**config.mk**
```make
export PLATFORM = sky130hd
export DESIGN_NAME = voice_activity_detector
export DESIGN_NICKNAME = d
export VERILOG_FILES = /design/src/rtl/vad_pkg.sv /design/src/rtl/vad_window_accum.sv /design/src/rtl/voice_activity_detector.sv
export SDC_FILE = /design/constraint.sdc
export NUM_CORES = 1
export LEC_CHECK = 0
export CORE_MARGIN = 1.5
export CORE_UTILIZATION = 45
export CTS_CLUSTER_SIZE = 25
export DETAILED_ROUTE_END_ITERATION = 8
export PLACE_DENSITY = 0.72
export SYNTH_ARGS = -nofsm -noshare
export SYNTH_HDL_FRONTEND = slang
export SYNTH_SLANG_ARGS = --single-unit
```
**constraint.sdc**
```tcl
create_clock -name clk -period 3.1 [get_ports clk]
set_input_delay 0.62 -clock clk [delete_from_list [all_inputs] [get_ports clk]]
set_output_delay 0.62 -clock clk [all_outputs]
set_load 0.1 [all_outputs]
```
**src/rtl/vad_pkg.sv**
```systemverilog
`default_nettype none
// ============================================================================
//  Module      : vad_pkg
//  Description : Shared types and constants for the voice activity detector:
//                hysteresis state encoding, display digit ceiling and the
//                accumulator width helper.
//  Revision    : 1.0 - initial release
// ============================================================================
package vad_pkg;

    // Hysteresis states, explicitly 2 bits wide
    typedef enum logic [1:0] {
        SILENT   = 2'd0,
        ONSET    = 2'd1,
        ACTIVE   = 2'd2,
        HANGOVER = 2'd3
    } vad_state_t;

    // Largest value the 7-segment loudness digit may show
    localparam int LEVEL_MAX = 9;

    // Window sum width: one extra bit per doubling of the window length
    function automatic int ACC_W(input int data_w, input int win_log2);
        return data_w + win_log2;
    endfunction

endpackage : vad_pkg
`default_nettype wire

```
**src/rtl/vad_window_accum.sv**
```systemverilog
`default_nettype none
// ============================================================================
//  Module      : vad_window_accum
//  Description : Saturating absolute value, windowed sum of |x|, sample
//                counter, window-end strobe and registered window mean.
//                Optional peak-hold of |x| when VAD_PEAK_HOLD_EN is defined.
//  Revision    : 1.0 - initial release
// ============================================================================
module vad_window_accum
    import vad_pkg::*;
#(
    parameter int DATA_W   = 32,
    parameter int WIN_LOG2 = 6
) (
    input  logic              clk,
    input  logic              reset,
    input  logic              i_sample_en,
    input  logic [DATA_W-1:0] i_data,
    output logic              o_win_end,
    output logic [DATA_W-1:0] o_win_mean,
    output logic [DATA_W-1:0] o_env_level,
    output logic              o_env_valid,
    output logic [DATA_W-1:0] o_peak_abs
);

    localparam int                c_ACC_W   = ACC_W(DATA_W, WIN_LOG2);
    localparam logic [DATA_W-1:0] c_MAX_POS = {1'b0, {(DATA_W-1){1'b1}}};
    localparam logic [DATA_W-1:0] c_MIN_NEG = {1'b1, {(DATA_W-1){1'b0}}};
    localparam logic [WIN_LOG2-1:0] c_LAST  = '1;

    logic [DATA_W-1:0]   w_abs;
    logic [c_ACC_W-1:0]  w_sum_next;
    logic                w_win_end;
    logic [c_ACC_W-1:0]  r_sum;
    logic [WIN_LOG2-1:0] r_cnt;
    logic [DATA_W-1:0]   r_env_level;
    logic                r_env_valid;

    // Magnitude of the signed sample; the most negative code clamps to max positive
    always_comb begin
        w_abs = i_data;
        if (i_data[DATA_W-1]) begin
            w_abs = (i_data == c_MIN_NEG) ? c_MAX_POS : (~i_data + 1'b1);
        end
    end

    assign w_sum_next = r_sum + {{WIN_LOG2{1'b0}}, w_abs};
    assign w_win_end  = i_sample_en && (r_cnt == c_LAST);
    assign o_win_end  = w_win_end;
    // Dividing by the window length is a plain drop of the low bits
    assign o_win_mean = w_sum_next[c_ACC_W-1:WIN_LOG2];

    // Sum and counter restart on the window's last sample so the next one is kept
    always_ff @(posedge clk or negedge reset) begin
        if (!reset) begin
            r_sum <= '0;
            r_cnt <= '0;
        end else if (i_sample_en) begin
            if (w_win_end) begin
                r_sum <= '0;
                r_cnt <= '0;
            end else begin
                r_sum <= w_sum_next;
                r_cnt <= r_cnt + 1'b1;
            end
        end
    end

    // Publish the window mean one cycle after the closing sample
    always_ff @(posedge clk or negedge reset) begin
        if (!reset) begin
            r_env_level <= '0;
            r_env_valid <= 1'b0;
        end else begin
            r_env_valid <= w_win_end;
            if (w_win_end) begin
                r_env_level <= o_win_mean;
            end
        end
    end

    assign o_env_level = r_env_level;
    assign o_env_valid = r_env_valid;

`ifdef VAD_PEAK_HOLD_EN
    logic [DATA_W-1:0] r_peak_run;
    logic [DATA_W-1:0] r_peak_abs;
    logic [DATA_W-1:0] w_peak_next;

    assign w_peak_next = (w_abs > r_peak_run) ? w_abs : r_peak_run;

    // Running max over the window, latched and cleared at window end
    always_ff @(posedge clk or negedge reset) begin
        if (!reset) begin
            r_peak_run <= '0;
            r_peak_abs <= '0;
        end else if (i_sample_en) begin
            if (w_win_end) begin
                r_peak_abs <= w_peak_next;
                r_peak_run <= '0;
            end else begin
                r_peak_run <= w_peak_next;
            end
        end
    end

    assign o_peak_abs = r_peak_abs;
`else
    assign o_peak_abs = '0;
`endif

endmodule : vad_window_accum
`default_nettype wire

```
**src/rtl/voice_activity_detector.sv**
```systemverilog
`default_nettype none
// ============================================================================
//  Module      : voice_activity_detector
//  Description : Windowed mean-absolute envelope of the filtered sample
//                stream, hysteresis speech detector and 0..9 loudness digit.
//                Define VAD_PEAK_HOLD_EN to build the per-window |x| peak
//                output; otherwise peak_abs is tied to zero.
//  Revision    : 1.0 - initial release
// ============================================================================
module voice_activity_detector
    import vad_pkg::*;
#(
    parameter int                DATA_W      = 32,
    parameter int                WIN_LOG2    = 6,
    parameter logic [DATA_W-1:0] ON_THRESH   = 4096,
    parameter logic [DATA_W-1:0] OFF_THRESH  = 2048,
    parameter int                ONSET_WINS  = 2,
    parameter int                HANG_WINS   = 4,
    parameter int                LEVEL_SHIFT = 12
) (
    input  logic              clk,
    input  logic              reset,
    input  logic              sample_en,
    input  logic [DATA_W-1:0] filtered_data,
    output logic [DATA_W-1:0] env_level,
    output logic              env_valid,
    output logic              voice_active,
    output logic              voice_start,
    output logic [3:0]        level_digit,
    output logic [DATA_W-1:0] peak_abs
);

    localparam int c_CNT_MAX = (ONSET_WINS > HANG_WINS) ? ONSET_WINS : HANG_WINS;
    localparam int c_CNT_W   = $clog2(c_CNT_MAX + 1);
    localparam logic [c_CNT_W-1:0] c_CNT_SAT    = '1;
    localparam logic [c_CNT_W-1:0] c_ONSET_WINS = c_CNT_W'(ONSET_WINS);
    localparam logic [c_CNT_W-1:0] c_HANG_WINS  = c_CNT_W'(HANG_WINS);
    localparam logic [DATA_W-1:0]  c_LEVEL_MAX  = DATA_W'(LEVEL_MAX);

    logic              w_win_end;
    logic [DATA_W-1:0] w_win_mean;
    logic              w_loud;
    logic              w_quiet;
    logic [DATA_W-1:0] w_shifted;
    logic [3:0]        w_digit;

    vad_state_t         r_state;
    vad_state_t         w_state_next;
    logic [c_CNT_W-1:0] r_cnt;
    logic [c_CNT_W-1:0] w_cnt_next;
    logic [c_CNT_W-1:0] w_cnt_inc;
    logic               w_start;
    logic               r_voice_start;
    logic [3:0]         r_level_digit;

    vad_window_accum #(
        .DATA_W   (DATA_W),
        .WIN_LOG2 (WIN_LOG2)
    ) u_accum (
        .clk         (clk),
        .reset       (reset),
        .i_sample_en (sample_en),
        .i_data      (filtered_data),
        .o_win_end   (w_win_end),
        .o_win_mean  (w_win_mean),
        .o_env_level (env_level),
        .o_env_valid (env_valid),
        .o_peak_abs  (peak_abs)
    );

    assign w_loud    = (w_win_mean >= ON_THRESH);
    assign w_quiet   = (w_win_mean <  OFF_THRESH);
    assign w_cnt_inc = (r_cnt == c_CNT_SAT) ? r_cnt : r_cnt + 1'b1;

    // Quantise the new mean to the display digit, clamped at LEVEL_MAX
    assign w_shifted = w_win_mean >> LEVEL_SHIFT;
    assign w_digit   = (w_shifted > c_LEVEL_MAX) ? 4'(LEVEL_MAX) : w_shifted[3:0];

    // Hysteresis next-state; only a completed window may move the state
    always_comb begin
        w_state_next = r_state;
        w_cnt_next   = r_cnt;
        w_start      = 1'b0;
        if (w_win_end) begin
            case (r_state)
                SILENT: begin
                    if (w_loud) begin
                        if (ONSET_WINS == 1) begin
                            w_state_next = ACTIVE;
                            w_cnt_next   = '0;
                            w_start      = 1'b1;
                        end else begin
                            w_state_next = ONSET;
                            w_cnt_next   = c_CNT_W'(1);
                        end
                    end
                end
                ONSET: begin
                    if (w_loud) begin
                        if (w_cnt_inc >= c_ONSET_WINS) begin
                            w_state_next = ACTIVE;
                            w_cnt_next   = '0;
                            w_start      = 1'b1;
                        end else begin
                            w_cnt_next   = w_cnt_inc;
                        end
                    end else begin
                        w_state_next = SILENT;
                        w_cnt_next   = '0;
                    end
                end
                ACTIVE: begin
                    if (w_quiet) begin
                        if (HANG_WINS > 1) begin
                            w_state_next = HANGOVER;
                            w_cnt_next   = c_CNT_W'(1);
                        end else begin
                            w_state_next = SILENT;
                            w_cnt_next   = '0;
                        end
                    end
                end
                HANGOVER: begin
                    if (w_loud) begin
                        w_state_next = ACTIVE;
                        w_cnt_next   = '0;
                    end else if (w_cnt_inc >= c_HANG_WINS) begin
                        w_state_next = SILENT;
                        w_cnt_next   = '0;
                    end else begin
                        w_cnt_next   = w_cnt_inc;
                    end
                end
                default: begin
                    w_state_next = SILENT;
                    w_cnt_next   = '0;
                end
            endcase
        end
    end

    // State, window counter, start pulse and digit registers
    always_ff @(posedge clk or negedge reset) begin
        if (!reset) begin
            r_state       <= SILENT;
            r_cnt         <= '0;
            r_voice_start <= 1'b0;
            r_level_digit <= 4'd0;
        end else begin
            r_state       <= w_state_next;
            r_cnt         <= w_cnt_next;
            r_voice_start <= w_start;
            if (w_win_end) begin
                r_level_digit <= w_digit;
            end
        end
    end

    assign voice_active = (r_state == ACTIVE) || (r_state == HANGOVER);
    assign voice_start  = r_voice_start;
    assign level_digit  = r_level_digit;

endmodule : voice_activity_detector
`default_nettype wire

```
**After elaboration in Yosys (flattened, before gate mapping)**

Cells that the tools add are included.

- Add/sub/neg operators: 4
- Order comparisons: 5
- Equality and inequality tests: 10
- Mux-type cells: 24
- Bitwise gates (word level): 1
- Reduce and logical (&&, ||, !) cells: 5

Operator list:

| operator | count |
|---|---|
| two-way mux 32 bit | 2 |
| adder 38 x 32 -> 38 bit | 1 |
| two-way mux 38 bit | 1 |
| adder 32 x 1 -> 32 bit, second input constant | 1 |
| equality test 32 bit, second input constant | 1 |
| >= comparator 32 x 13 -> 1 bit, second input constant | 1 |
| < comparator 32 x 12 -> 1 bit, second input constant | 1 |
| inverter 32 bit | 1 |
| two-way mux 3 bit | 7 |
| > comparator 20 x 4 -> 1 bit, second input constant | 1 |
| two-way mux 2 bit | 6 |
| one-hot mux 3 bit (4 select lines) | 1 |
| one-hot mux 2 bit (4 select lines) | 1 |
| adder 6 x 1 -> 6 bit, second input constant | 1 |
| equality test 6 bit, second input constant | 1 |
| two-way mux 6 bit | 1 |
| inequality test 3 bit, second input constant | 2 |
| AND reduction 5 bit | 1 |
| equality test 2 bit, second input constant | 2 |
| two-way mux 1 bit | 4 |
| two-way mux 4 bit | 1 |
| inequality test 2 bit, second input constant | 2 |
| adder 3 x 1 -> 3 bit, second input constant | 1 |
| equality test 3 bit, second input constant | 1 |
| other kinds (7) | 7 |

- Register bits: 87
- Input port bits: 35
- Output and inout bits: 71
- Word-level logic and storage cells: 57

**Longest topological paths before layout**

Gate-level depths: netlist of the first run.

- Word-level depth: 9
- Gate-level depth with buffers: 25
- Depth with buffers taken out: 24

**Hierarchy**

A second synthesis of the first run with hierarchy kept.

- Cell total of the unflattened synthesis: 755
- Area total of the unflattened synthesis: 6512.5 um2

By module, submodules not included:

| module | times used | cells each | area an instance (um2) | seq. area each (um2) |
|---|---|---|---|---|
| vad_window_accum | 1 | 694 | 5920.7 | 1926.8 |
| voice_activity_detector | 1 | 61 | 591.8 | 250.2 |

**Worst setup path before layout of the first run**

OpenSTA, ideal clock, no wires.

- Kind: in2reg
- Start: input port filtered_data[5]
- End: register r_level_digit[0] (netlist: level_digit[0])
- Library setup time: 133 ps
- Arrival: 6144 ps
- Required time: 2967 ps
- Slack: -3177 ps
- Stages on the path: 20
- Path buffers: 0
- Cells stage by stage: or4_4 -> or4_4 -> or3b_4 -> or4_4 -> or4_4 -> o31ai_4 -> xor2_1 -> nand2_1 -> ha_1 -> and4_1 -> and2_1 -> a2111oi_0 -> inv_1 -> a31oi_1 -> nand2b_1 -> xnor2_1 -> or3_1 -> nor4b_1 -> o211a_1 -> a21oi_1

- Longest elaborated chain between the ends: 7
- Elaborated cells on any way between the ends: 8
- Those cells by class: add/sub: 2; order compare: 1; eq/ne: 1; mux: 3; bitwise: 1

Ends and longest elaborated chain:

| item | line | text |
|---|---|---|
| start, declared | voice_activity_detector.sv:24 | `input logic [DATA_W-1:0] filtered_data,` |
| inverter 32 bit | vad_window_accum.sv:43 | `w_abs = (i_data == c_MIN_NEG) ? c_MAX_POS : (~i_data + 1'b1);` |
| adder 32 x 1 -> 32 bit | vad_window_accum.sv:43 |  |
| two-way mux 32 bit | vad_window_accum.sv:43 |  |
| two-way mux 32 bit * | vad_window_accum.sv:42 | `if (i_data[DATA_W-1]) begin` |
| adder 38 x 32 -> 38 bit * | vad_window_accum.sv:47 | `assign w_sum_next = r_sum + {{WIN_LOG2{1'b0}}, w_abs};` |
| > comparator 20 x 4 -> 1 bit | voice_activity_detector.sv:77 | `assign w_digit = (w_shifted > c_LEVEL_MAX) ? 4'(LEVEL_MAX) : w_shifted[3:0];` |
| two-way mux 4 bit * | voice_activity_detector.sv:77 |  |
| end signal, assigned | voice_activity_detector.sv:154 | `r_level_digit <= w_digit;` |
| end, declared | voice_activity_detector.sv:54 | `logic [3:0] r_level_digit;` |

Mark *: on every way between the ends. The rest lies on a longest branch, timed or not.
A chain may end at the register's enable or synchronous reset.

**Worst setup path in the final report of the first run**

- Start: input port filtered_data[4]
- End: register r_cnt[0]

- Longest elaborated chain between the ends: 8
- Elaborated cells on any way between the ends: 14
- Those cells by class: add/sub: 2; order compare: 2; eq/ne: 3; mux: 5; bitwise: 1; reduce/logical: 1

Ends and longest elaborated chain:

| item | line | text |
|---|---|---|
| inverter 32 bit | vad_window_accum.sv:43 |  |
| adder 32 x 1 -> 32 bit | vad_window_accum.sv:43 |  |
| two-way mux 32 bit | vad_window_accum.sv:43 |  |
| two-way mux 32 bit * | vad_window_accum.sv:42 |  |
| adder 38 x 32 -> 38 bit * | vad_window_accum.sv:47 |  |
| >= comparator 32 x 13 -> 1 bit or < comparator 32 x 12 -> 1 bit (tied branches) | voice_activity_detector.sv:71, voice_activity_detector.sv:72 |  |
| two-way mux 3 bit, or another cell as far along | voice_activity_detector.sv:124 | `if (w_loud) begin` |
| one-hot mux 3 bit (4 select lines) or AND reduction 3 bit (tied branches) | -- |  |
| end signal, assigned | voice_activity_detector.sv:151 | `r_cnt <= w_cnt_next;` |
| end, declared | voice_activity_detector.sv:49 | `logic [c_CNT_W-1:0] r_cnt;` |

Marks and branches as above.

==> results of run 1 <==
[metrics by stage]
stage	setup WS, ns	TNS [ns]	cell area [um^2]
global placement	-3.484	-190.83	9135
finish	-2.816	-134.85	11090
floorplan	-2.961	-116.69	7173
CTS	-2.747	-128.25	10670
detailed placement	-3.604	-197.38	9135
global route	-2.912	-146.46	11090
[routing by layer]
layer	vias to the layer above	wire, um	track usage
met4	0	1369	0.1228
met3	136	1729	0.05397
met5	-	0	0
met2	432	12270	0.5115
li1	3349	-	-
met1	3634	9829	0.3656
[what timing repair did]
item	in CTS	in global routing
gates resized for setup	221	68
buffers inserted	52	20
endpoints found under the hold margin	0	0
pin swaps	89	47
cloned	1	0
setup endpoints to repair	80	80
[registers in the layout, summed over array words and instances (netlist names), named ones only]
signal and cells:
u_accum.r_sum 38, voice_start 1, u_accum.o_env_level 32, u_accum.r_cnt 6, r_cnt 3, u_accum.o_env_valid 1, level_digit 4, r_state 1
[worst paths after layout]
check,startpoint,to,slack (ns),cells after the start
worst min-delay path,reset,u_accum.r_sum[18],0.22,1
worst max-delay path,filtered_data[4],r_cnt[0],-2.82,24
worst min register to register,u_accum.o_env_level[12],u_accum.o_env_level[12],0.48,2
max in group asynchronous,reset,u_accum.o_env_level[31],2.21,2
worst max register to register,u_accum.r_sum[19],r_cnt[0],-0.54,17
min in group clk,u_accum.o_env_level[12],u_accum.o_env_level[12],0.48,2
[cell usage after synthesis (all sizes together) (6+ instances only)]
| master | count | area [um^2] |
|---|---|---|
| a21oi | 47 | 235.2 |
| xor2 | 42 | 367.9 |
| clkbuf | 33 | 123.9 |
| o21ai | 71 | 355.3 |
| a21o | 11 | 82.58 |
| o31ai | 11 | 110.1 |
| dfrtp | 87 | 2177 |
| nand3 | 13 | 65.06 |
| buf | 39 | 296.5 |
| nand2 | 124 | 465.5 |
| ha | 36 | 450.4 |
| nor2 | 43 | 161.4 |
| o22ai | 30 | 187.7 |
| and3 | 6 | 37.54 |
| a31oi | 8 | 50.05 |
| or4 | 8 | 80.07 |
| nand4 | 19 | 118.9 |
| inv | 49 | 183.9 |
| xnor2 | 22 | 192.7 |
| or3 | 8 | 53.80 |
| nand2b | 8 | 50.05 |
| nor3 | 8 | 51.30 |
[power groups by stage]
stage / Clock (mW) / Sequential (mW) / Combinational, mW
2_1_floorplan: 0 / 2.23 / 3.55
3_3_place_gp: 0 / 1.81 / 6.43
3_5_place_dp: 0 / 1.81 / 6.54
4_1_cts: 1.18 / 1.83 / 8.02
5_1_grt: 1.23 / 1.91 / 9.64
6_report: 1.19 / 1.89 / 9.26
[kinds of logic after synthesis]
| logic type | after synthesis | synth area share |
|---|---|---|
| other | 1 | 0.0005774 |
| xor gates and xnor gates | 64 | 0.08630 |
| and+or+nand+nor | 263 | 0.1959 |
| adders and majority gates | 37 | 0.07243 |
| DFF | 87 | 0.3352 |
| AOI/OAI and AO/OA | 217 | 0.2084 |
| buffers and inverters | 121 | 0.09305 |
| muxes | 5 | 0.008091 |
[final cells by class]
cell class                      count  area, um^2  share of cell area
Timing Repair Buffer              337        2865              0.2584
Tap cell                          180       225.2             0.02031
Sequential cell                    87        2177              0.1963
Inverter                           49       183.9             0.01659
Multi-Input combinational cell    618        5324              0.4801
Clock buffer                       10       239.0             0.02155
Clock inverter                      6       75.07            0.006770
[placed cells by master (no fill, tap or decap), types with 13 or more instances in the layout]
cell type and instances:
buf_4 239, nand2_1 88, dfrtp_1 87, buf_6 64
inv_1 46, o21ai_1 38, xor2_1 34, nor2_1 34
conb_1 32, nand2_2 24, a21oi_2 23, ha_4 23
o22ai_1 22, clkdlybuf4s50_1 22, nand4_1 19, o21ai_0 16
o21ai_2 15, a21oi_4 13, ha_1 13
[worst reg2reg max path: stages, from the launching register on]
cell,delay [ns]
dfrtp_1,0.45
ha_4,0.34
buf_4,0.19
nand2_4,0.09
nor2_2,0.16
nor2_2,0.07
buf_4,0.16
a21oi_4,0.25
a31oi_4,0.14
buf_4,0.16
o21ai_0,0.26
and3_1,0.23
nand4_1,0.15
buf_6,0.18
nor3_4,0.20
buf_12,0.15
mux2i_2,0.20
a32oi_1,0.12
==> run metrics, run 1 <==
total CTS buffers=9; critical setup path kind=in -> reg; CP required=3.34 ns; Initial DRC Count=718; Post-layout nets=1,174; status=complete, but fails checks; post-DP HPWL=14,040 um; Final Slew Violations=0; total gr overflow=0; Final Util=0.7928; H-tree depth=3; Rel. slew slack=0.5582; clock share of power=0.097; worst min path class=in -> async; fin crit share=1.909; Critical Path, Cell by Cell=buf_6, or4_4, or4_4, or3b_4, or4_4, or4_4, o31ai_4, xor2_1, nand2_1, ha_4, and4_1, and2_4, a2111oi_4, inv_2, a31oi_4, buf_4, nor2_2, xnor2_1, nand4_1, buf_6, nor3_4, buf_12, mux2i_2, a32oi_1; Starting Density=0.4643; gpl congestion=0.9053; gr usage total=0.2967; I/O Pins=106; global-route wire length before repair=34,990 um; Synth cell types=66; Fillers=814; # hold bufs at CTS=0; Sw Pwr=5.785 mW; vias in the first global route=7,155; part of the power in registers=0.153; initial antenna violation count=0; Switching Fraction=0.4685; cell area after synthesis=0.006495 mm^2; crit path max-delay cell type=or4_4; Int Power=6.564 mW; Setup WS post-layout=-2.816 ns; largest net degree at the start of global routing=53; Yosys reg bits=87; Final Power=12.35 mW; row count=43; Final Setup Violations=80; CP top delay family=simple AND/OR/NAND/NOR gates; post-DR vias/cell=5.867; worst hold slack=0.2226 ns; peak supply drop=0.0004582 V; sequential area share after synthesis=0.3352; area grow syn2layout=70.74%; fmax=169.0 MHz; endpoints failing hold=0; Clock Latency Late Sink=0.37 ns; Slew @ Worst Pin=0.6627 ns; core area=0.01399 mm^2; antenna viol nets, final=0; DRC Markers=0; Critical Path Max Stage Delay=0.52 ns; Pwr Density=1114 mW/mm^2; Die W=123.1 um; clock slew seen by the registers of the worst setup and hold paths=0.07 ns; Critical path buffers and inverters=5; DP Cell Count=1,215; area of the die=0.01516 mm^2; Max-cap violations=0; fin crit period=5.916 ns; total length of routed wires=25,200 um; ys async rst share=1.000; n_diodes=0; detail-routed net length per standard cell=19.58 um; non-filler cells, final=1,287; synth warn=0; CP Max Fanout=8; Comb power frac=0.750; Cells after Synth=795; DIE HEIGHT=123.1 um; DRT Pass-1 Iters=5; CTS max path bufs=2; Setup Skew=0.01097 ns; crit path launch type=primary input; Synth Flop Type=dfrtp_1; vias=7,551; Post-synth EDFFs=0; share of layout cells above drive strength 1=0.4959; violated checks=negative setup slack; clock sink total=87; worst path arrival time=6.15 ns; cell repeated most along the worst path=or4_4; Lkg Pwr=5.169 nW; clock tree root driver cell=clkbuf_16; TritonCTS clock tree=yes; Avg Cell Area, Syn=8.170 um^2; Critical Path End Type=register; RSZ-0062 raised after global routing=true; I/O Buffers=73
Power figures use the tool's default switching activity.
==> inputs of run 2 (changes only) <==
- ABC_AREA: not set -> 1
- GPL_ROUTABILITY_DRIVEN: not set -> 1
- PLACE_DENSITY: 0.72 -> 0.7
==> run 2 against run 1 <==
Net effect: the run still ends with negative setup slack left; sequential cell count unchanged; sequential share of layout area decreased by 2.7 points; core utilization decreased by 1.4 points; final area increased by 16%; critical path type unchanged.
==> run metrics, run 2 <==
cell repeated most along the worst path=nand2_1; gr usage total=0.3140 (+0.01723); Cells after Synth=1,212 (+52%); post-DR vias/cell=5.392 (-8.1%); commonest non-fill, non-tap cells in the layout=258 x nand2_1, 226 x buf_4, 151 x inv_1; Die W=132.6 um (+7.7%); H-tree depth=3 (unchanged); Post-Synth Simple-Gate Area=0.3804 (+0.1845); worst min path class=in -> async; worst path arrival time=4.92 ns (-1.23 ns); total gr overflow=0 (unchanged); CP startpoint=filtered_data[15]; most common cell in the netlist=nand2_1; Post-layout nets=1,603 (+37%); cell area after synthesis=0.007562 mm^2 (+16%); CP Depth=28 (+17%); most common cell after layout, fill and taps aside=nand2_1; clock share of power=0.070 (-0.027); gpl congestion=1.012 (+12%); CP top delay family=simple AND/OR/NAND/NOR gates; Post-synth EDFFs=0 (unchanged); leading area contributor after synthesis=dfrtp_1; total length of routed wires=30,880 um (+23%); crit path max-delay cell type=clkdlybuf4s50_1; Switching Fraction=0.5270 (+0.05851); violated checks=negative setup slack; DIE HEIGHT=132.6 um (+7.7%); I/O Buffers=73 (unchanged); fin crit period=4.674 ns (-1.243 ns); Setup WS post-layout=-1.574 ns (+1.243 ns); DRT Pass-1 Iters=6 (+1); Finished Cell Area=0.01286 mm^2 (+16%); DRC Markers=0 (unchanged); row count=47 (+9.3%); core area=0.01652 mm^2 (+18%); RR Startpoint=u_accum.r_sum[14]; Avg Cell Area, Syn=6.239 um^2 (-24%); Lkg Pwr=6.570 nW (+27%); Slew @ Worst Pin=0.7484 ns (+0.08566 ns); synth warn=0 (unchanged); Critical path buffers and inverters=6 (+1); Synth cell types=42 (-36%); fin crit share=1.508 (-0.4010); dpl ws=-2.352 ns (+1.252 ns); area grow syn2layout=70.07%; Final Setup Violations=78 (-2.5%); largest register by flop count=u_accum.r_sum; Area after DPL=0.01013 mm^2 (+11%); Synth Area in XOR/XNOR=0.03127 (-0.05503); Final Slew Violations=0 (unchanged); Critical Path Max Stage Delay=0.45 ns (-0.07 ns); Starting Density=0.4576 (-0.006675); Max-cap violations=0 (unchanged); Synth Area in Compound Gates=0.09563 (-0.1128); Pwr Density=1151 mW/mm^2 (+3.4%); clock slew seen by the registers of the worst setup and hold paths=0.06 ns (about the same); endpoints failing hold=0 (unchanged); RSZ-0062 raised after global routing=true; ys async rst share=1.000 (unchanged); status=complete, but fails checks; critical setup path kind=in -> reg; Reg2Reg Depth=20 (+3); crit path launch type=primary input; Setup Skew=0.01147 ns (+0.0005015 ns); worst hold slack=0.2196 ns (-0.002912 ns); ranking of synthesized cells by area=dfrtp_1 29%, nand2_1 20%, inv_1 9.6%; Final Power=14.80 mW (+20%); Comb power frac=0.789 (+0.039); clock tree root driver cell=clkbuf_16; fraction of synthesized area in multiplexers=0 (-0.008091); total CTS buffers=9 (unchanged); Yosys reg bits=87 (unchanged); Sw Pwr=7.801 mW (+35%); combinational family with the most area after synthesis=simple AND/OR/NAND/NOR gates; vias in the first global route=8,436 (+18%); CP Max Fanout=6 (-2); vias=9,469 (+25%); part of the power in registers=0.140 (-0.013); CP required=3.34 ns (about the same); initial antenna violation count=0 (unchanged); antenna viol nets, final=0 (unchanged); share of layout cells above drive strength 1=0.4948 (-0.001143); Critical Path End Type=register; I/O Pins=106 (unchanged); sequential area share after synthesis=0.2879 (-0.04731); peak supply drop=0.0007830 V (+71%); fmax=214.0 MHz (+27%); Post-synth top cells=411 x nand2_1, 193 x inv_1, 111 x nor2_1, 87 x dfrtp_1, 81 x o21ai_0; CTS max path bufs=2 (unchanged); Rel. slew slack=0.5011 (-0.05711); Int Power=7.003 mW (+6.7%); global-route wire length before repair=43,120 um (+23%); clock sink total=87 (unchanged); n_diodes=0 (unchanged); Synth Flop Type=dfrtp_1; Clock Latency Late Sink=0.36 ns (about the same); reg-to-reg slack, setup=0.01 ns (+0.55 ns); Initial DRC Count=1,056 (+47%); flip-flop count of the largest register after layout=38 (unchanged); post-DP HPWL=20,220 um (+44%); share of the synthesized area in the top cell type=0.2879 (-0.04731); Post-Synth Adder-Cell Area=0.06221 (-0.01022); Final Util=0.7783 (-0.01446); TritonCTS clock tree=yes; area of the die=0.01759 mm^2 (+16%); detail-routed net length per standard cell=17.59 um (-10%); largest net degree at the start of global routing=54 (+1.9%)
## run 2: changes by cell type in the layout (fill, tap and decap cells not counted), moves of 13 or more
cell and delta:
o22ai_1 -18, inv_2 +38, xor2_1 -27, nand3_2 +23, nand2_4 +40, inv_1 +105, nand2_2 +92, nand2_1 +170
nor2_2 +29, buf_4 -13, nor2_1 +26, nor2_4 +20, nand3_1 +28
## run 2: per-layer routing
metal	part of all wire	vias to the layer above	wire length, um	track usage
met5	0	-	0	0
met2	0.47	494	14510	0.5151
met3	0.079	116	2448	0.04444
met4	0.049	0	1526	0.1190
met1	0.40	4480	12400	0.4215
li1	-	4379	-	-
## run 2: layout make-up
type | count | area, um^2
tap | 220 | 275.3
sequential | 87 | 2177
fill | 1069 | 3664
multi-input combinational | 904 | 6531
clock inverter | 6 | 45.04
inverter | 199 | 764.5
clock buffer | 10 | 229.0
timing repair buffer | 330 | 2839
## run 2: kinds of logic (layout without fill, tap and decap cells)
| logic type | Yosys count | in the layout |
|---|---|---|
| compound gates | 134 | 134 |
| buf+inv | 252 | 545 |
| other cells | 1 | 32 |
| simple gates | 674 | 674 |
| fa+ha+maj | 37 | 37 |
| flops | 87 | 87 |
| xor+xnor | 27 | 27 |
## run 2: how the worst min path moves through the flow
stage                                       start                       to  depth (start not counted)
final                                       reset  u_accum.o_env_level[13]                          1
after global routing                        reset              voice_start                          1
after CTS                                   reset  u_accum.o_env_level[13]                          1
after detailed placement   u_accum.o_env_level[9]   u_accum.o_env_level[9]                          2
after global placement    u_accum.o_env_level[11]  u_accum.o_env_level[11]                          2
after floorplan                             reset                async pin                          0
## run 2: what timing repair did
| item | 4_1_cts | 5_1_grt |
|---|---|---|
| buffers inserted | 46 | 25 |
| pin swaps | 118 | 98 |
| resized for setup | 342 | 235 |
| endpoints found under the hold margin | 0 | 0 |
| gates cloned | 1 | 1 |
| hold buffers | 0 | 0 |
| endpoints found under the setup margin | 78 | 78 |
## run 2: power groups by stage
| stage | registers [mW] | logic [mW] | clock network [mW] |
|---|---|---|---|
| 3_5_place_dp | 2.01 | 8.13 | 0 |
| 6_report | 2.07 | 11.7 | 1.04 |
| 3_3_place_gp | 2.01 | 8.06 | 0 |
| 2_1_floorplan | 3.38 | 3.64 | 0 |
| 4_1_cts | 2.03 | 9.81 | 1.06 |
| 5_1_grt | 2.11 | 12.2 | 1.09 |
## run 2: per-stage QoR
stage               setup TNS (ns)  std cells
floorplan                   -17.05       1243
global placement           -104.23       1679
detailed placement         -111.03       1679
CTS                         -38.51       1732
global route                -69.55       1756
finish                      -58.60       1756
==> inputs of run 3 (changes only) <==
- RECOVER_POWER: not set -> 100
==> run 3 against run 2 <==
Net effect: the flow finishes with violations (max-capacitance violations, max-slew violations, negative setup slack); critical path depth unchanged; first-iteration DRC count rose by 1.2%; final cell count unchanged; final area fell by 1.3%; power shrank 1.2%; core utilization fell by 1.0 points.
==> run metrics, run 3 (synthesis results as in run 2) <==
status=complete, but fails checks; violated checks=max-capacitance violations, max-slew violations, negative setup slack; post-DP HPWL=20,220 um (unchanged); Setup Skew=0.01307 ns (+0.001595 ns); Slew @ Worst Pin=1.912 ns (+1.164 ns); gr usage total=0.3140 (unchanged); Fillers=1,136 (+6.3%); gpl congestion=1.012 (unchanged); total CTS buffers=9 (unchanged); I/O Pins=106 (unchanged); Final Setup Violations=78 (unchanged); Setup WS post-layout=-1.538 ns (+0.03599 ns); fin crit share=1.496 (-0.01161); worst min path class=reg -> reg; detail-routed net length per standard cell=17.61 um (+0.13%); Post-layout nets=1,603 (unchanged); CP Max Fanout=6 (unchanged); Final Slew Violations=36 (+36); DRC Markers=0 (unchanged); CP required=3.35 ns (about the same); Starting Density=0.4576 (unchanged); Finished Cell Area=0.01270 mm^2 (-1.3%); worst path arrival time=4.88 ns (-0.04 ns); Area after DPL=0.01013 mm^2 (unchanged); commonest non-fill, non-tap cells in the layout=258 x nand2_1, 185 x buf_4, 151 x inv_1; share of layout cells above drive strength 1=0.4688 (-0.02604); TritonCTS clock tree=yes; n_diodes=0 (unchanged); fin crit period=4.638 ns (-0.03599 ns); clock slew seen by the registers of the worst setup and hold paths=0.07 ns (about the same); peak supply drop=0.0007615 V (-2.7%); DIE HEIGHT=132.6 um (unchanged); Switching Fraction=0.5338 (+0.006825); RSZ-0062 raised after global routing=true; reg-to-reg slack, setup=0.03 ns (+0.02 ns); Rel. slew slack=-0.2748 (-0.7759); Sw Pwr=7.810 mW (+0.12%); clock share of power=0.072 (+0.002); flip-flop count of the largest register after layout=38 (unchanged); initial antenna violation count=0 (unchanged); H-tree depth=3 (unchanged); row count=47 (unchanged); fmax=215.6 MHz (+0.78%); most common cell after layout, fill and taps aside=nand2_1; endpoints failing hold=0 (unchanged); antenna viol nets, final=0 (unchanged); area grow syn2layout=67.89%; CTS max path bufs=2 (unchanged); post-DR vias/cell=5.401 (+0.16%); clock sink total=87 (unchanged); critical setup path kind=in -> reg; largest register by flop count=u_accum.r_sum; vias in the first global route=8,436 (unchanged); Final Util=0.7683 (-0.009994); DP Cell Count=1,679 (unchanged); Lkg Pwr=6.408 nW (-2.5%); vias=9,484 (+0.16%); largest net degree at the start of global routing=54 (unchanged); Max-cap violations=1 (+1); Comb power frac=0.787 (-0.002); Pwr Density=1152 mW/mm^2 (+0.12%); I/O Buffers=73 (unchanged); total length of routed wires=30,920 um (+0.13%); non-filler cells, final=1,756 (unchanged); Critical Path End Type=register; Die W=132.6 um (unchanged); Clock Latency Late Sink=0.36 ns (about the same); crit path launch type=primary input; DRT Pass-1 Iters=5 (-1); total gr overflow=0 (unchanged); core area=0.01652 mm^2 (unchanged); Int Power=6.821 mW (-2.6%); Initial DRC Count=1,069 (+1.2%); global-route wire length before repair=43,120 um (unchanged); clock tree root driver cell=clkbuf_16; part of the power in registers=0.141 (about the same); area of the die=0.01759 mm^2 (unchanged)
==> run 3: power by group through the flow <==
| stage | sequential (mW) | combinational (mW) | clock (mW) |
|---|---|---|---|
| floorplan | 3.38 | 3.64 | 0 |
| global placement | 2.01 | 8.06 | 0 |
| detailed placement | 2.01 | 8.13 | 0 |
| CTS | 2.03 | 9.81 | 1.06 |
| global route | 2.11 | 12.1 | 1.09 |
| finish | 2.07 | 11.5 | 1.05 |
==> run 3: timing repair <==
| action | CTS | global route |
|---|---|---|
| resized for setup | 342 | 235 |
| endpoints found under the setup margin | 78 | 78 |
| gates cloned | 1 | 1 |
| hold buffers | 0 | 0 |
| pin swaps | 118 | 98 |
| buffers inserted | 46 | 25 |
==> run 3: final timing paths <==
check | cells after the start | end | startpoint
hold / removal | 2 | u_accum.o_env_level[18] | u_accum.o_env_level[18]
setup / recovery | 28 | register | filtered_data[15]
min in group asynchronous | 1 | voice_start | reset
max in group asynchronous | 2 | u_accum.r_cnt[0] | reset
hold reg to reg | 2 | u_accum.o_env_level[18] | u_accum.o_env_level[18]
setup reg to reg | 20 | register | u_accum.r_sum[14]
==> run 3: routing by layer <==
layer	vias up	track usage	share of wire
li1	4376	-	-
met1	4471	0.4215	0.39
met2	507	0.5151	0.47
met3	130	0.04444	0.087
met4	0	0.1190	0.054
met5	-	0	0
==> run 3: cell type report <==
type | count | area, um^2 | area share
multi-input combinational | 904 | 6531 | 0.5144
tap | 220 | 275.3 | 0.02168
timing repair buffer | 330 | 2674 | 0.2106
clock inverter | 6 | 45.04 | 0.003548
sequential | 87 | 2177 | 0.1715
inverter | 199 | 764.5 | 0.06021
clock buffer | 10 | 229.0 | 0.01803
==> run 3: critical path: stages <==
cell	delay, ns
clkdlybuf4s50_1	0.45
nor2_1	0.27
nand2_1	0.10
nor2_1	0.12
nand3b_1	0.13
inv_2	0.11
nand4_1	0.19
buf_6	0.22
buf_4	0.15
nand3_1	0.21
ha_4	0.28
nand2_2	0.12
inv_1	0.07
nand2_1	0.11
nand2_1	0.11
a21oi_2	0.18
buf_4	0.15
nand4_1	0.16
nand2_4	0.13
nand3_2	0.13
nor2_2	0.15
nand2_2	0.08
nor2_4	0.16
a21oi_2	0.09
nor2_4	0.18
nand3_2	0.09
nand2_1	0.07
nand2_1	0.05
==> run 3: per-stage QoR <==
stage	setup slack (ns)	TNS (ns)	power (mW)	hold WS, ns
2_1_floorplan	-0.9386	-17.05	7.018	0.3244
3_3_place_gp	-2.250	-104.23	10.07	0.4698
3_5_place_dp	-2.352	-111.03	10.14	0.4748
4_1_cts	-1.265	-38.51	12.90	0.2320
5_1_grt	-1.679	-69.68	15.25	0.4947
6_report	-1.538	-58.02	14.63	0.4824
